--- src/rtl/cpu_ctrl_seq_if.sv ---
// Instruction- and data-memory handshake bundle between the control sequencer and memory.
// The sequencer drives requests; memory drives acks and fetched data.
interface cpu_ctrl_seq_if;
  logic        imem_req;
  logic [31:0] imem_addr;
  logic        imem_ack;
  logic [31:0] imem_rdata;
  logic        dmem_req;
  logic        dmem_we;
  logic        dmem_ack;

  modport master (
    output imem_req,
    output imem_addr,
    output dmem_req,
    output dmem_we,
    input  imem_ack,
    input  imem_rdata,
    input  dmem_ack
  );

  modport slave (
    input  imem_req,
    input  imem_addr,
    input  dmem_req,
    input  dmem_we,
    output imem_ack,
    output imem_rdata,
    output dmem_ack
  );
endinterface

--- src/rtl/cpu_ctrl_seq.sv ---
// Multi-cycle control sequencer: fetch/decode/exec/mem/wb with bus timeouts,
// retired-instruction counting and illegal-opcode flagging. All outputs are registered.
module cpu_ctrl_seq #(
  parameter logic [31:0] RESET_PC    = 32'h0000_0000,
  parameter int unsigned MEM_TIMEOUT = 16
) (
  input  logic                  clk,
  input  logic                  rst,
  cpu_ctrl_seq_if.master        bus,
  output logic [31:0]           ir,
  output logic [31:0]           pc,
  input  logic                  eq,
  output logic                  rf_wr_en,
  output logic                  wb_sel,
  output logic                  halted,
  output logic                  bus_err,
  output logic                  illegal,
  output logic [31:0]           retired
);

  typedef enum logic [2:0] {
    StRst,
    StFetch,
    StDecode,
    StExec,
    StMem,
    StWb,
    StHalt
  } state_e;

  localparam logic [3:0] OpIllegal = 4'b0111;
  localparam logic [3:0] OpBeq     = 4'b1000;
  localparam logic [3:0] OpLw      = 4'b1001;
  localparam logic [3:0] OpSw      = 4'b1010;
  localparam logic [3:0] OpHalt    = 4'b1111;

  // Last wait count at which an ack is still accepted.
  localparam logic [7:0] WaitLast = 8'(MEM_TIMEOUT - 1);

  state_e      state_q;
  logic [31:0] pc_q;
  logic [31:0] ir_q;
  logic [31:0] retired_q;
  logic [7:0]  wait_q;
  logic        bus_err_q;
  logic        imem_req_q;
  logic        dmem_req_q;
  logic        dmem_we_q;
  logic        rf_wr_en_q;
  logic        wb_sel_q;
  logic        halted_q;
  logic        illegal_q;

  logic [3:0]  op;
  logic [31:0] pc_inc;
  logic [31:0] br_off;

  assign op     = ir_q[31:28];
  assign pc_inc = pc_q + 32'd4;
  assign br_off = {{14{ir_q[15]}}, ir_q[15:0], 2'b00};

  function automatic logic writes_rd(input logic [3:0] opc);
    return opc inside {4'b0000, 4'b0001, 4'b0010, 4'b0011, 4'b0100, 4'b0101,
                       4'b0110, 4'b1011, 4'b1100, 4'b1101};
  endfunction

  always_ff @(posedge clk) begin
    if (rst) begin
      state_q    <= StRst;
      pc_q       <= RESET_PC;
      ir_q       <= '0;
      retired_q  <= '0;
      wait_q     <= '0;
      bus_err_q  <= 1'b0;
      imem_req_q <= 1'b0;
      dmem_req_q <= 1'b0;
      dmem_we_q  <= 1'b0;
      rf_wr_en_q <= 1'b0;
      wb_sel_q   <= 1'b0;
      halted_q   <= 1'b0;
      illegal_q  <= 1'b0;
    end else begin
      // Strobes are one-cycle unless the next state re-asserts them.
      imem_req_q <= 1'b0;
      dmem_req_q <= 1'b0;
      dmem_we_q  <= 1'b0;
      rf_wr_en_q <= 1'b0;
      wb_sel_q   <= 1'b0;
      halted_q   <= 1'b0;
      illegal_q  <= 1'b0;

      unique case (state_q)
        StRst: begin
          state_q    <= StFetch;
          wait_q     <= '0;
          imem_req_q <= 1'b1;
        end

        StFetch: begin
          if (bus.imem_ack) begin
            ir_q    <= bus.imem_rdata;
            state_q <= StDecode;
          end else if (wait_q == WaitLast) begin
            bus_err_q <= 1'b1;
            halted_q  <= 1'b1;
            state_q   <= StHalt;
          end else begin
            wait_q     <= wait_q + 8'd1;
            imem_req_q <= 1'b1;
          end
        end

        StDecode: begin
          state_q    <= StExec;
          rf_wr_en_q <= writes_rd(op);
          illegal_q  <= (op == OpIllegal);
        end

        StExec: begin
          unique case (op)
            OpLw, OpSw: begin
              state_q    <= StMem;
              wait_q     <= '0;
              dmem_req_q <= 1'b1;
              dmem_we_q  <= (op == OpSw);
            end
            OpHalt: begin
              state_q   <= StHalt;
              retired_q <= retired_q + 32'd1;
              halted_q  <= 1'b1;
            end
            OpBeq: begin
              pc_q       <= eq ? (pc_inc + br_off) : pc_inc;
              retired_q  <= retired_q + 32'd1;
              state_q    <= StFetch;
              wait_q     <= '0;
              imem_req_q <= 1'b1;
            end
            default: begin
              // ALU/immediate ops and illegal opcodes (treated as NOP) retire alike.
              pc_q       <= pc_inc;
              retired_q  <= retired_q + 32'd1;
              state_q    <= StFetch;
              wait_q     <= '0;
              imem_req_q <= 1'b1;
            end
          endcase
        end

        StMem: begin
          if (bus.dmem_ack) begin
            if (op == OpSw) begin
              pc_q       <= pc_inc;
              retired_q  <= retired_q + 32'd1;
              state_q    <= StFetch;
              wait_q     <= '0;
              imem_req_q <= 1'b1;
            end else begin
              state_q    <= StWb;
              rf_wr_en_q <= 1'b1;
              wb_sel_q   <= 1'b1;
            end
          end else if (wait_q == WaitLast) begin
            bus_err_q <= 1'b1;
            halted_q  <= 1'b1;
            state_q   <= StHalt;
          end else begin
            wait_q     <= wait_q + 8'd1;
            dmem_req_q <= 1'b1;
            dmem_we_q  <= (op == OpSw);
          end
        end

        StWb: begin
          pc_q       <= pc_inc;
          retired_q  <= retired_q + 32'd1;
          state_q    <= StFetch;
          wait_q     <= '0;
          imem_req_q <= 1'b1;
        end

        StHalt: begin
          halted_q <= 1'b1;
        end

        default: begin
          state_q <= StRst;
        end
      endcase
    end
  end

  assign bus.imem_req  = imem_req_q;
  assign bus.imem_addr = pc_q;
  assign bus.dmem_req  = dmem_req_q;
  assign bus.dmem_we   = dmem_we_q;
  assign ir            = ir_q;
  assign pc            = pc_q;
  assign rf_wr_en      = rf_wr_en_q;
  assign wb_sel        = wb_sel_q;
  assign halted        = halted_q;
  assign bus_err       = bus_err_q;
  assign illegal       = illegal_q;
  assign retired       = retired_q;

endmodule
--- src/flat_wrapper.sv ---
// flat-port wrapper written by rule: the top's interface ports become plain ports
module cpu_ctrl_seq_flat 
#(
  parameter logic [31:0] RESET_PC    = 32'h0000_0000,
  parameter int unsigned MEM_TIMEOUT = 16
)
  (clk, rst, ir, pc, eq, rf_wr_en, wb_sel, halted, bus_err, illegal, retired, bus_imem_req, bus_imem_addr, bus_dmem_req, bus_dmem_we, bus_imem_ack, bus_imem_rdata, bus_dmem_ack);
  cpu_ctrl_seq_if bus_i ();
  input  logic clk;
  input  logic rst;
  output logic [31:0] ir;
  output logic [31:0] pc;
  input  logic eq;
  output logic rf_wr_en;
  output logic wb_sel;
  output logic halted;
  output logic bus_err;
  output logic illegal;
  output logic [31:0] retired;
  output wire logic [$bits(bus_i.imem_req)-1:0] bus_imem_req;
  output wire logic [$bits(bus_i.imem_addr)-1:0] bus_imem_addr;
  output wire logic [$bits(bus_i.dmem_req)-1:0] bus_dmem_req;
  output wire logic [$bits(bus_i.dmem_we)-1:0] bus_dmem_we;
  input wire logic [$bits(bus_i.imem_ack)-1:0] bus_imem_ack;
  input wire logic [$bits(bus_i.imem_rdata)-1:0] bus_imem_rdata;
  input wire logic [$bits(bus_i.dmem_ack)-1:0] bus_dmem_ack;
  assign bus_imem_req = bus_i.imem_req;
  assign bus_imem_addr = bus_i.imem_addr;
  assign bus_dmem_req = bus_i.dmem_req;
  assign bus_dmem_we = bus_i.dmem_we;
  assign bus_i.imem_ack = bus_imem_ack;
  assign bus_i.imem_rdata = bus_imem_rdata;
  assign bus_i.dmem_ack = bus_dmem_ack;
  cpu_ctrl_seq #(.RESET_PC(RESET_PC), .MEM_TIMEOUT(MEM_TIMEOUT)) u_core (.clk(clk), .rst(rst), .bus(bus_i), .ir(ir), .pc(pc), .eq(eq), .rf_wr_en(rf_wr_en), .wb_sel(wb_sel), .halted(halted), .bus_err(bus_err), .illegal(illegal), .retired(retired));
endmodule
--- config.mk ---
export PLATFORM = sky130hd
export DESIGN_NAME = cpu_ctrl_seq_flat
export DESIGN_NICKNAME = d
export VERILOG_FILES = /design/src/rtl/cpu_ctrl_seq_if.sv /design/src/rtl/cpu_ctrl_seq.sv /design/src/flat_wrapper.sv
export SDC_FILE = /design/constraint.sdc
export NUM_CORES = 1
export LEC_CHECK = 0
export ABC_AREA = 1
export ABC_CLOCK_PERIOD_IN_PS = 2400
export BUFFER_PORTS_ARGS = -buffer_cell sky130_fd_sc_hd__buf_2
export CAP_MARGIN = 20
export CORE_ASPECT_RATIO = 0.9
export CORE_MARGIN = 2
export CORE_UTILIZATION = 51
export DETAILED_ROUTE_END_ITERATION = 6
export PLACE_DENSITY = 0.78
export SETUP_SLACK_MARGIN = 0.05
export SYNTH_ARGS = -nofsm -noshare
export SYNTH_HDL_FRONTEND = slang
export SYNTH_SLANG_ARGS = --single-unit
--- constraint.sdc ---
create_clock -name clk -period 2.4 [get_ports clk]
set_input_delay 0.36 -clock clk [delete_from_list [all_inputs] [get_ports clk]]
set_output_delay 0.36 -clock clk [all_outputs]
set_load 0.02 [all_outputs]
==> flow_metrics.tcl, run 1 <==
set metrics [dict create \
    status "complete, but fails checks" \
    violations "negative setup slack" \
    worst_pin_slew_ns 0.541 \
    cts_inserted_buffers 17 \
    wire_per_inst_um 16.2 \
    crit_chain "ha_4 -> nand2_2 -> inv_2 -> nand2_4 -> nor3_4 -> nand3_2 -> inv_2 -> nand2_2 -> nand2_2 -> nand2_1 -> inv_2 -> ha_4 -> nand2_4 -> inv_2 -> nand2_2 -> nand2_2 -> inv_2 -> nand2_2 -> nand2_2 -> nand2_4 -> a21oi_4 -> nand2_2 -> nand3_2 -> a21oi_2" \
    ff2ff_path_depth 24 \
    cpMostUsedCell "nand2_2" \
    layout_setup_ws_ns -0.356 \
    ys_async_sr_fraction 0 \
    drv_slew 0 \
    drv_cap 0 \
    synth_area_mm2 0.00861 \
    fin_crit_sh 1.15 \
    fin_crit_ns 2.76 \
    grt_antenna_before_repair 0 \
    grt_pass1_wl_mm 47.3 \
    cp_max_fo 4 \
    cp-start-kind "flop" \
    die_area_mm2 0.0179 \
    postCtsHoldBufs 0 \
    utilization 0.747 \
    io-pin-count 173 \
    ys_types 49 \
    cts_sinks 113 \
    syn_inst 1423 \
    gr-usage-all-layers 0.330 \
    startpoint "u_core.bus.imem_addr[2]" \
    layout_commonest_cell "nand2_1" \
    die_w_um 141 \
    initial_core_util 0.515 \
    rr_endpoint "u_core.bus.imem_addr[31]" \
    gr-total-overflow 0 \
    peakVddDrop_uv 606 \
    clk_pin_slew_ns 0.06 \
    ant_nets 0 \
    whs_path_depth 3 \
    area_growth_pct 45.0 \
    fmax_mhz 363 \
    cts_tree "yes" \
    gp_congestion 0.961 \
    hp-class "in2reg" \
    synth-seq-cells 113 \
    vias 10500 \
    routed_wl_mm 31.3 \
    fin_total_pwr_mw 6.29 \
    fin_area_mm2 0.0125 \
    synth_flop_cell "dfxtp_1" \
    htree_levels 4 \
    arrival_ns 3.06 \
    crit_type "reg2reg" \
    grt_pass1_vias 9496 \
    core_mm2 0.0167 \
    setup_tns_ns -5.62 \
    clk_latency_ns 0.42 \
    leakage_nw 6.12 \
    place_area_mm2 0.0106 \
    place_ws_ns -0.406 \
    drive_gt1_frac 0.383 \
    place_inst 1873 \
    die_y_um 127 \
    grt_max_degree 44 \
    place_hpwl_mm 21.2 \
    worstSetupEndpointType "flop" \
    relSlewSlack 0.636 \
    setup_viol 24 \
    pwr_density_cell_mw_per_mm2 504 \
    whs_ns 0.188 \
    clock_path_buffers 2 \
    synth_edf_count 0 \
    cts_root_buffer "clkbuf_16" \
    hold_viol 0 \
    synth-seq-area-share 0.263 \
    fin_cells 1933 \
    drc 0 \
    reg2reg_from "u_core.bus.imem_addr[2]" \
    cp-endpoint "u_core.bus.imem_addr[31]" \
    nets 1786 \
    antenna_cells 0 \
    crit_required_ns 2.70 \
    yosys_warnings 0 \
    layout_common_cells "nand2_1 (324), buf_2 (168), buf_4 (153)" \
    fin_skew_ns 0.00757 \
    dr.first_iter.drc_count 973 \
    reg2reg_setup_slack_ns -0.36 \
    rows 45 \
    max_stage_delay_ns 0.38 \
    vias_per_cell 5.44 \
    cpMaxStageDelayCell "dfxtp_4" \
    drt-pass1-iter-count 5 \
    rsz0062_at_grt "yes" \
    portBuffers 168 \
    syn_area_per_cell_um2 6.05 \
]
==> timing repair <==
item,CTS,global route
setup endpoints to repair,25,25
gates resized for setup,169,107
pin swaps,48,59
buffers inserted,17,12
==> final cells by class <==
cell class                 count  area, um^2
fill                        1221        4240
inverter                     194         736
clock inverter                11         129
tap                          211         264
clock buffer                  21         470
multi-input combinational   1050        6440
sequential                   113        2300
timing repair buffer         333        2140
==> worst min path at each step <==
stage | slack, ns | from | to
after global placement | 0.45 | u_core.bus_err | u_core.bus_err
after detailed placement | 0.46 | u_core.bus_err | u_core.bus_err
after CTS | 0.18 | bus_imem_rdata[4] | u_core.ir[4]
after floorplan | 0.46 | u_core.wait_q[2] | u_core.wait_q[2]
final | 0.19 | bus_imem_rdata[4] | u_core.ir[4]
after global routing | 0.20 | bus_imem_rdata[4] | u_core.ir[4]
==> kinds of logic after synthesis <==
kind of cell / after synthesis / share of synthesized area
simple gates: 751 / 0.366
buf+inv: 263 / 0.134
compound gates: 201 / 0.123
flops: 113 / 0.263
xor+xnor: 54 / 0.0549
fa+ha+maj: 40 / 0.0590
other cells: 1 / 0.000435
==> sequential cells by signal, indices dropped and copies added, names as in the netlist <==
name	flops
u_core.bus.imem_req	1
u_core.illegal	1
u_core.bus.dmem_we	1
u_core.halted	1
u_core.retired	32
u_core.bus_err	1
u_core.wb_sel	1
u_core.bus.imem_addr	30
u_core.state_q	3
u_core.ir	32
u_core.wait_q	8
u_core.bus.dmem_req	1
u_core.rf_wr_en	1
==> cells in the mapped netlist (all sizes together) (2+ instances only) <==
master / instances / area, um^2
or2: 4 / 25.0
o22ai: 2 / 12.5
clkbuf: 16 / 60.1
a31oi: 3 / 18.8
a21oi: 102 / 510
nand2: 421 / 1600
ha: 39 / 488
o21ai: 81 / 413
a221oi: 2 / 17.5
nor3b: 3 / 32.5
o211ai: 4 / 30.0
o21bai: 2 / 18.8
xor2: 38 / 333
inv: 193 / 727
nor4: 2 / 12.5
a21o: 2 / 15.0
xnor2: 16 / 140
nand3: 76 / 398
nor3: 31 / 175
nor2: 194 / 784
dfxtp: 113 / 2260
nand4: 18 / 113
buf: 53 / 363
==> worst max-delay path: cells and delay by family, from the launching register on <==
kind            cells  cell delay, ns
simple gates       15            1.30
buf+inv             5            0.37
flops               1            0.38
compound gates      2            0.20
fa+ha+maj           2            0.38
==> where the power goes <==
part           internal (mW)  leakage (nW)  total, mW  switching, mW
Clock                   1.61         0.282       2.57          0.955
Combinational          0.636          4.91       1.62          0.988
Sequential              1.99         0.927       2.10          0.115
Total                   4.24          6.12       6.29           2.06
==> routing by layer <==
| layer | global-route usage | wire, um |
|---|---|---|
| met1 | 0.441 | 13300 |
| met2 | 0.536 | 14200 |
| met3 | 0.0600 | 2610 |
| met4 | 0.124 | 1230 |
| met5 | 0 | 0 |
No activity file was read; power rests on OpenSTA's default activity.
==> run 2, diff against run 1 <==
--- a/config.mk
+++ b/config.mk
@@ -5,13 +5,13 @@
 export SDC_FILE = /design/constraint.sdc
 export NUM_CORES = 1
 export LEC_CHECK = 0
-export ABC_AREA = 1
+export ABC_AREA = 0
 export ABC_CLOCK_PERIOD_IN_PS = 2400
-export BUFFER_PORTS_ARGS = -buffer_cell sky130_fd_sc_hd__buf_2
+export BUFFER_PORTS_ARGS = -buffer_cell sky130_fd_sc_hd__buf_4
 export CAP_MARGIN = 20
 export CORE_ASPECT_RATIO = 0.9
 export CORE_MARGIN = 2
-export CORE_UTILIZATION = 51
+export CORE_UTILIZATION = 50
 export DETAILED_ROUTE_END_ITERATION = 6
 export PLACE_DENSITY = 0.78
 export SETUP_SLACK_MARGIN = 0.05
==> run 2 against run 1 <==
Effect of this change: largest cell class unchanged; utilization is 8.3 points higher; the flow still finishes with violations (negative setup slack); critical endpoint unchanged; clock-buffer cell count is 3 lower; highest routed layer unchanged; clock power is 7% lower; wire length is 3.3% lower; area after synthesis is 15% lower; total power is 13% lower; critical path type unchanged; combinational power is 31% lower.
==> flow_metrics.tcl, run 2 <==
set metrics [dict create \
    ys_types 70 \
    syn_inst 949 \
    grt_max_degree 34 \
    cts_sinks 113 \
    grt_antenna_before_repair 0 \
    grt_pass1_vias 8510 \
    grt_pass1_wl_mm 41.0 \
    synth-seq-cells 113 \
    critical-path-top-delay-family "simple AND/OR/NAND/NOR gates" \
    cpMaxStageDelayCell "dfxtp_4" \
    syn_area_per_cell_um2 7.76 \
    drv_slew 0 \
    cp_max_fo 4 \
    routed_wl_mm 30.3 \
    die_area_mm2 0.0157 \
    vias 9146 \
    fin_crit_sh 1.50 \
    status "complete, but fails checks" \
    gr-usage-all-layers 0.320 \
    nets 1384 \
    reg2reg_setup_slack_ns -1.21 \
    initial_core_util 0.506 \
    crit_type "reg2reg" \
    die_y_um 119 \
    area_growth_pct 64.0 \
    die_w_um 132 \
    synth-seq-area-share 0.307 \
    synth_flop_cell "dfxtp_1" \
    max_stage_delay_ns 0.36 \
    whs_ns 0.175 \
    synth_edf_count 0 \
    synth_top_area_cell "dfxtp_1" \
    worstSetupEndpointType "flop" \
    cp-start-kind "flop" \
    clk_latency_ns 0.43 \
    portBuffers 168 \
    synth_common_cells "nand2_1 (149), dfxtp_1 (113), nor2_1 (92), a21oi_1 (86), xnor2_1 (47)" \
    htree_levels 4 \
    dr.first_iter.drc_count 804 \
    clk_pin_slew_ns 0.06 \
    fin_total_pwr_mw 5.49 \
    yosys.cell_count.top_type "nand2_1" \
    cts_root_buffer "clkbuf_16" \
    utilization 0.829 \
    pwr_density_cell_mw_per_mm2 455 \
    fmax_mhz 277 \
    vias_per_cell 6.03 \
    leakage_nw 5.45 \
    cts_tree "yes" \
    crit_chain "nand4_1 -> buf_4 -> nor2_4 -> and3_4 -> nand2_2 -> xnor2_2 -> ha_4 -> buf_4 -> a21oi_1 -> o21ai_2 -> nand3b_1 -> and3b_2 -> nor2_4 -> a41o_1 -> a2111o_1 -> mux2i_1 -> nand4_1" \
    synth_area_mm2 0.00736 \
    drv_cap 0 \
    yosys_warnings 0 \
    drc 0 \
    postCtsHoldBufs 0 \
    place_inst 1436 \
    gp_congestion 0.935 \
    drive_gt1_frac 0.477 \
    violations "negative setup slack" \
    antenna_cells 0 \
    setup_viol 26 \
    yosys-top-cells-area "dfxtp_1 (31%), nand2_1 (7.6%), ha_1 (6.6%), a21oi_1 (5.8%), xnor2_1 (5.6%)" \
    cts_inserted_buffers 17 \
    peakVddDrop_uv 579 \
    rows 42 \
    wire_per_inst_um 20.0 \
    fin_cells 1518 \
    arrival_ns 3.92 \
    place_hpwl_mm 17.1 \
    layout_setup_ws_ns -1.21 \
    crit_required_ns 2.72 \
    io-pin-count 173 \
    layout_commonest_cell "buf_4" \
    ys_async_sr_fraction 0 \
    fin_skew_ns 0.00926 \
    gr-total-overflow 0 \
    fin_crit_ns 3.61 \
    ant_nets 0 \
    hold_viol 0 \
    cp_num_buf_inv 2 \
    core_mm2 0.0146 \
    synth_top_area_frac 0.307 \
    drt-pass1-iter-count 7 \
    worst_pin_slew_ns 0.930 \
    clock_path_buffers 2 \
    layout_common_cells "buf_4 (381), nand2_1 (137), dfxtp_1 (97)" \
    relSlewSlack 0.377 \
    hp-class "in2reg" \
    rsz0062_at_grt "yes" \
]
==> run 2: changes by cell type after synthesis, moves of 28 or more <==
| cell | previous run | this run |
|---|---|---|
| xnor2_1 | 16 | 47 |
| nand2_1 | 416 | 149 |
| nor2_1 | 185 | 92 |
| nand3_1 | 74 | 46 |
| inv_1 | 182 | 17 |
| o21ai_0 | 72 | 33 |
==> run 2: cell type report <==
type	instances	area, um^2
multi-input combinational	747	5700
fill	814	2480
inverter	17	66.3
tap	198	248
sequential	113	2310
clock inverter	14	108
clock buffer	18	439
timing repair buffer	411	3210
==> run 2: per-layer routing <==
layer,global-route usage,wire (um),vias up
li1,-,-,4046
met1,0.382,11300,4322
met2,0.546,14700,605
met3,0.0694,2500,173
met4,0.154,1850,0
met5,0,0,-
==> run 2: path summary, 6_finish.rpt <==
kind / endpoint / cells past startpoint / start
setup reg to reg: u_core.bus.imem_addr[31] / 17 / u_core.bus.imem_addr[6]
hold reg to reg: u_core.bus_err / 2 / u_core.bus_err
setup / recovery: u_core.bus.imem_addr[31] / 17 / u_core.bus.imem_addr[6]
hold / removal: u_core.ir[20] / 3 / bus_imem_rdata[20]
==> run 2: worst register-to-register path: cells and delay by family (launching register included) <==
kind            cells  cell delay, ns
fa+ha+maj           1            0.24
xor+xnor            1            0.20
compound gates      4            1.05
flops               1            0.36
buf+inv             2            0.31
simple gates        8            1.16
mux                 1            0.17
==> run 2: logic make-up (layout without fill, tap and decap cells) <==
logic type / count (synthesis) / in the layout / share of synthesized area
xor+xnor: 79 / 79 / 0.0940
compound gates: 216 / 216 / 0.190
other cells: 1 / 4 / 0.000509
flops: 113 / 113 / 0.307
fa+ha+maj: 40 / 40 / 0.0690
mux: 4 / 4 / 0.00544
buf+inv: 92 / 460 / 0.0673
simple gates: 404 / 404 / 0.267
==> run 2: metrics by stage <==
stage | TNS (ns) | setup slack, ns | area (um^2)
global placement | -14.07 | -1.01 | 10100
floorplan | -9.10 | -0.887 | 7620
finish | -20.54 | -1.21 | 12100
global route | -23.16 | -1.41 | 12100
detailed placement | -15.70 | -1.12 | 10100
CTS | -15.14 | -0.957 | 11400
==> run 2: power breakdown <==
part           internal, mW  leakage, nW  switching, mW  total, mW
Sequential             1.93        0.926         0.0621       1.99
Clock                  1.35        0.260           1.02       2.38
Combinational         0.503         4.26          0.619       1.12
Total                  3.79         5.45           1.71       5.49
==> run 2: what timing repair did <==
action                                  CTS  global route
setup buffers                            27            26
resized for setup                        94            97
endpoints found under the setup margin   32            35
pin swaps                                88            73
==> run 3, diff against run 2 <==
--- a/config.mk
+++ b/config.mk
@@ -15,6 +15,7 @@
 export DETAILED_ROUTE_END_ITERATION = 6
 export PLACE_DENSITY = 0.78
 export SETUP_SLACK_MARGIN = 0.05
+export SKIP_LAST_GASP = 1
 export SYNTH_ARGS = -nofsm -noshare
 export SYNTH_HDL_FRONTEND = slang
 export SYNTH_SLANG_ARGS = --single-unit
==> run 3 against run 2 <==
Effect of this change: the run still ends with negative setup slack left; utilization shrank 0.58 points; sequential power about the same; die area unchanged; register-to-register slack worse by 0.25 ns; global-route usage down 0.25 points; combinational power barely moved; cell count is the same; setup slack lost 0.25 ns; worst hold slack worse by 0.0011 ns; sequential share of layout area grew 0.14 points; non-clock buffer count is the same; wire length shrank 1.6%; critical path type unchanged; highest routed layer unchanged.
==> flow_metrics.tcl, run 3 (synthesis results as in run 2) <==
set metrics [dict create \
    drv_cap 0 \
    max_stage_delay_ns 0.35 \
    clk_latency_ns 0.43 \
    routed_wl_mm 29.8 \
    crit_type "reg2reg" \
    violations "negative setup slack" \
    cts_tree "yes" \
    dr.first_iter.drc_count 706 \
    drive_gt1_frac 0.469 \
    arrival_ns 4.18 \
    hold_viol 0 \
    pwr_density_cell_mw_per_mm2 456 \
    initial_core_util 0.506 \
    utilization 0.824 \
    relSlewSlack 0.399 \
    worstSetupEndpointType "flop" \
    cts_sinks 113 \
    layout_setup_ws_ns -1.45 \
    cpMostUsedCell "buf_4" \
    gr-total-overflow 0 \
    wire_per_inst_um 19.7 \
    cpMaxStageDelayCell "dfxtp_4" \
    hp-class "in2reg" \
    leakage_nw 5.44 \
    setup_viol 26 \
    fin_crit_ns 3.85 \
    die_w_um 132 \
    multi_input_area_mm2 0.00563 \
    fin_skew_ns 0.0104 \
    vias 9198 \
    drt-pass1-iter-count 6 \
    rows 42 \
    grt_max_degree 34 \
    grt_antenna_before_repair 0 \
    crit_required_ns 2.73 \
    cts_root_buffer "clkbuf_16" \
    cp-start-kind "flop" \
    grt_pass1_vias 8440 \
    layout_commonest_cell "buf_4" \
    rsz0062_at_grt "yes" \
    clock_path_buffers 2 \
    place_ws_ns -1.12 \
    fin_crit_sh 1.61 \
    antenna_cells 0 \
    drv_slew 0 \
    die_area_mm2 0.0157 \
    nets 1384 \
    die_y_um 119 \
    portBuffers 168 \
    grt_pass1_wl_mm 40.8 \
    whs_ns 0.174 \
    htree_levels 4 \
    critical-path-top-delay-family "buffers and inverters" \
    status "complete, but fails checks" \
    cts_inserted_buffers 17 \
    io-pin-count 173 \
    vias_per_cell 6.06 \
    drc 0 \
    fillers 853 \
    regArea_mm2 0.00231 \
    layout_common_cells "buf_4 (385), nand2_1 (139), dfxtp_1 (97)" \
    crit_chain "nand4_1 -> buf_4 -> nor3_4 -> buf_6 -> buf_6 -> nand2_4 -> xnor2_4 -> ha_4 -> buf_6 -> a21o_1 -> buf_4 -> buf_4 -> o22a_1 -> a21oi_2 -> buf_4 -> buf_4 -> buf_4 -> nand2_1 -> xnor2_1 -> nor2_1 -> o21ai_1 -> a21oi_1" \
    cp_num_buf_inv 9 \
    setup_tns_ns -24.86 \
    gp_congestion 0.935 \
    fmax_mhz 260 \
    cp_max_fo 3 \
    peakVddDrop_uv 618 \
    core_mm2 0.0146 \
    area_growth_pct 62.8 \
    fin_cells 1518 \
    clk_pin_slew_ns 0.06 \
    place_inst 1436 \
    ant_nets 0 \
    worst_pin_slew_ns 0.898 \
    gr-usage-all-layers 0.318 \
    place_hpwl_mm 17.1 \
]
[run 3: cell counts in the layout (fill, tap and decap cells not counted)]
Identical to the previous run, type by type.
[run 3: layout make-up]
cell class,count,share of cell area
clock buffers,18,0.0366
clock inverters,14,0.00898
inverters,17,0.00553
multi-input cells,747,0.469
flip-flops and latches,113,0.193
well taps,198,0.0207
repair buffers,411,0.266
[run 3: metrics by stage]
stage / area (um^2) / power, mW
after floorplan: 7620 / 2.55
after global placement: 10100 / 2.93
after detailed placement: 10100 / 2.95
after CTS: 11300 / 5.32
after global routing: 12000 / 5.62
final: 12000 / 5.46
[run 3: final timing paths]
path / from / end / slack [ns] / cells past startpoint
worst min-delay path: bus_imem_rdata[20] / u_core.ir[20] / 0.17 / 3
worst max register to register: u_core.bus.imem_addr[7] / u_core.bus.imem_addr[17] / -1.45 / 22
worst max-delay path: u_core.bus.imem_addr[7] / u_core.bus.imem_addr[17] / -1.45 / 22
worst min register to register: u_core.bus_err / u_core.bus_err / 0.45 / 2
[run 3: where the power goes]
part	switching (mW)	total, mW	internal, mW	leakage, nW
sequential	0.0606	1.99	1.93	0.926
clock	1.01	2.36	1.35	0.260
combinational	0.611	1.11	0.494	4.25
[run 3: tightest hold or removal path, delay by kind of cell]
family / cells / cell delay [ns]
buf+inv: 1 / 0.11
simple gates: 1 / 0.04
compound gates: 1 / 0.05
[run 3: routing by layer]
| layer | global-route usage | vias to the layer above | wire length, um | share of wire |
|---|---|---|---|---|
| met3 | 0.0677 | 189 | 2780 | 0.093 |
| met2 | 0.549 | 644 | 14200 | 0.48 |
| met4 | 0.126 | 0 | 1810 | 0.061 |
| li1 | - | 4050 | - | - |
| met1 | 0.385 | 4315 | 11000 | 0.37 |
| met5 | 0 | - | 0 | 0 |
[run 3: timing repair]
item / in CTS / in global routing
buffers inserted: 27 / 26
resized for setup: 86 / 87
endpoints found under the setup margin: 32 / 35
hold buffers: 0 / 0
hold endpoints to repair: 0 / 0
pin swaps: 86 / 85
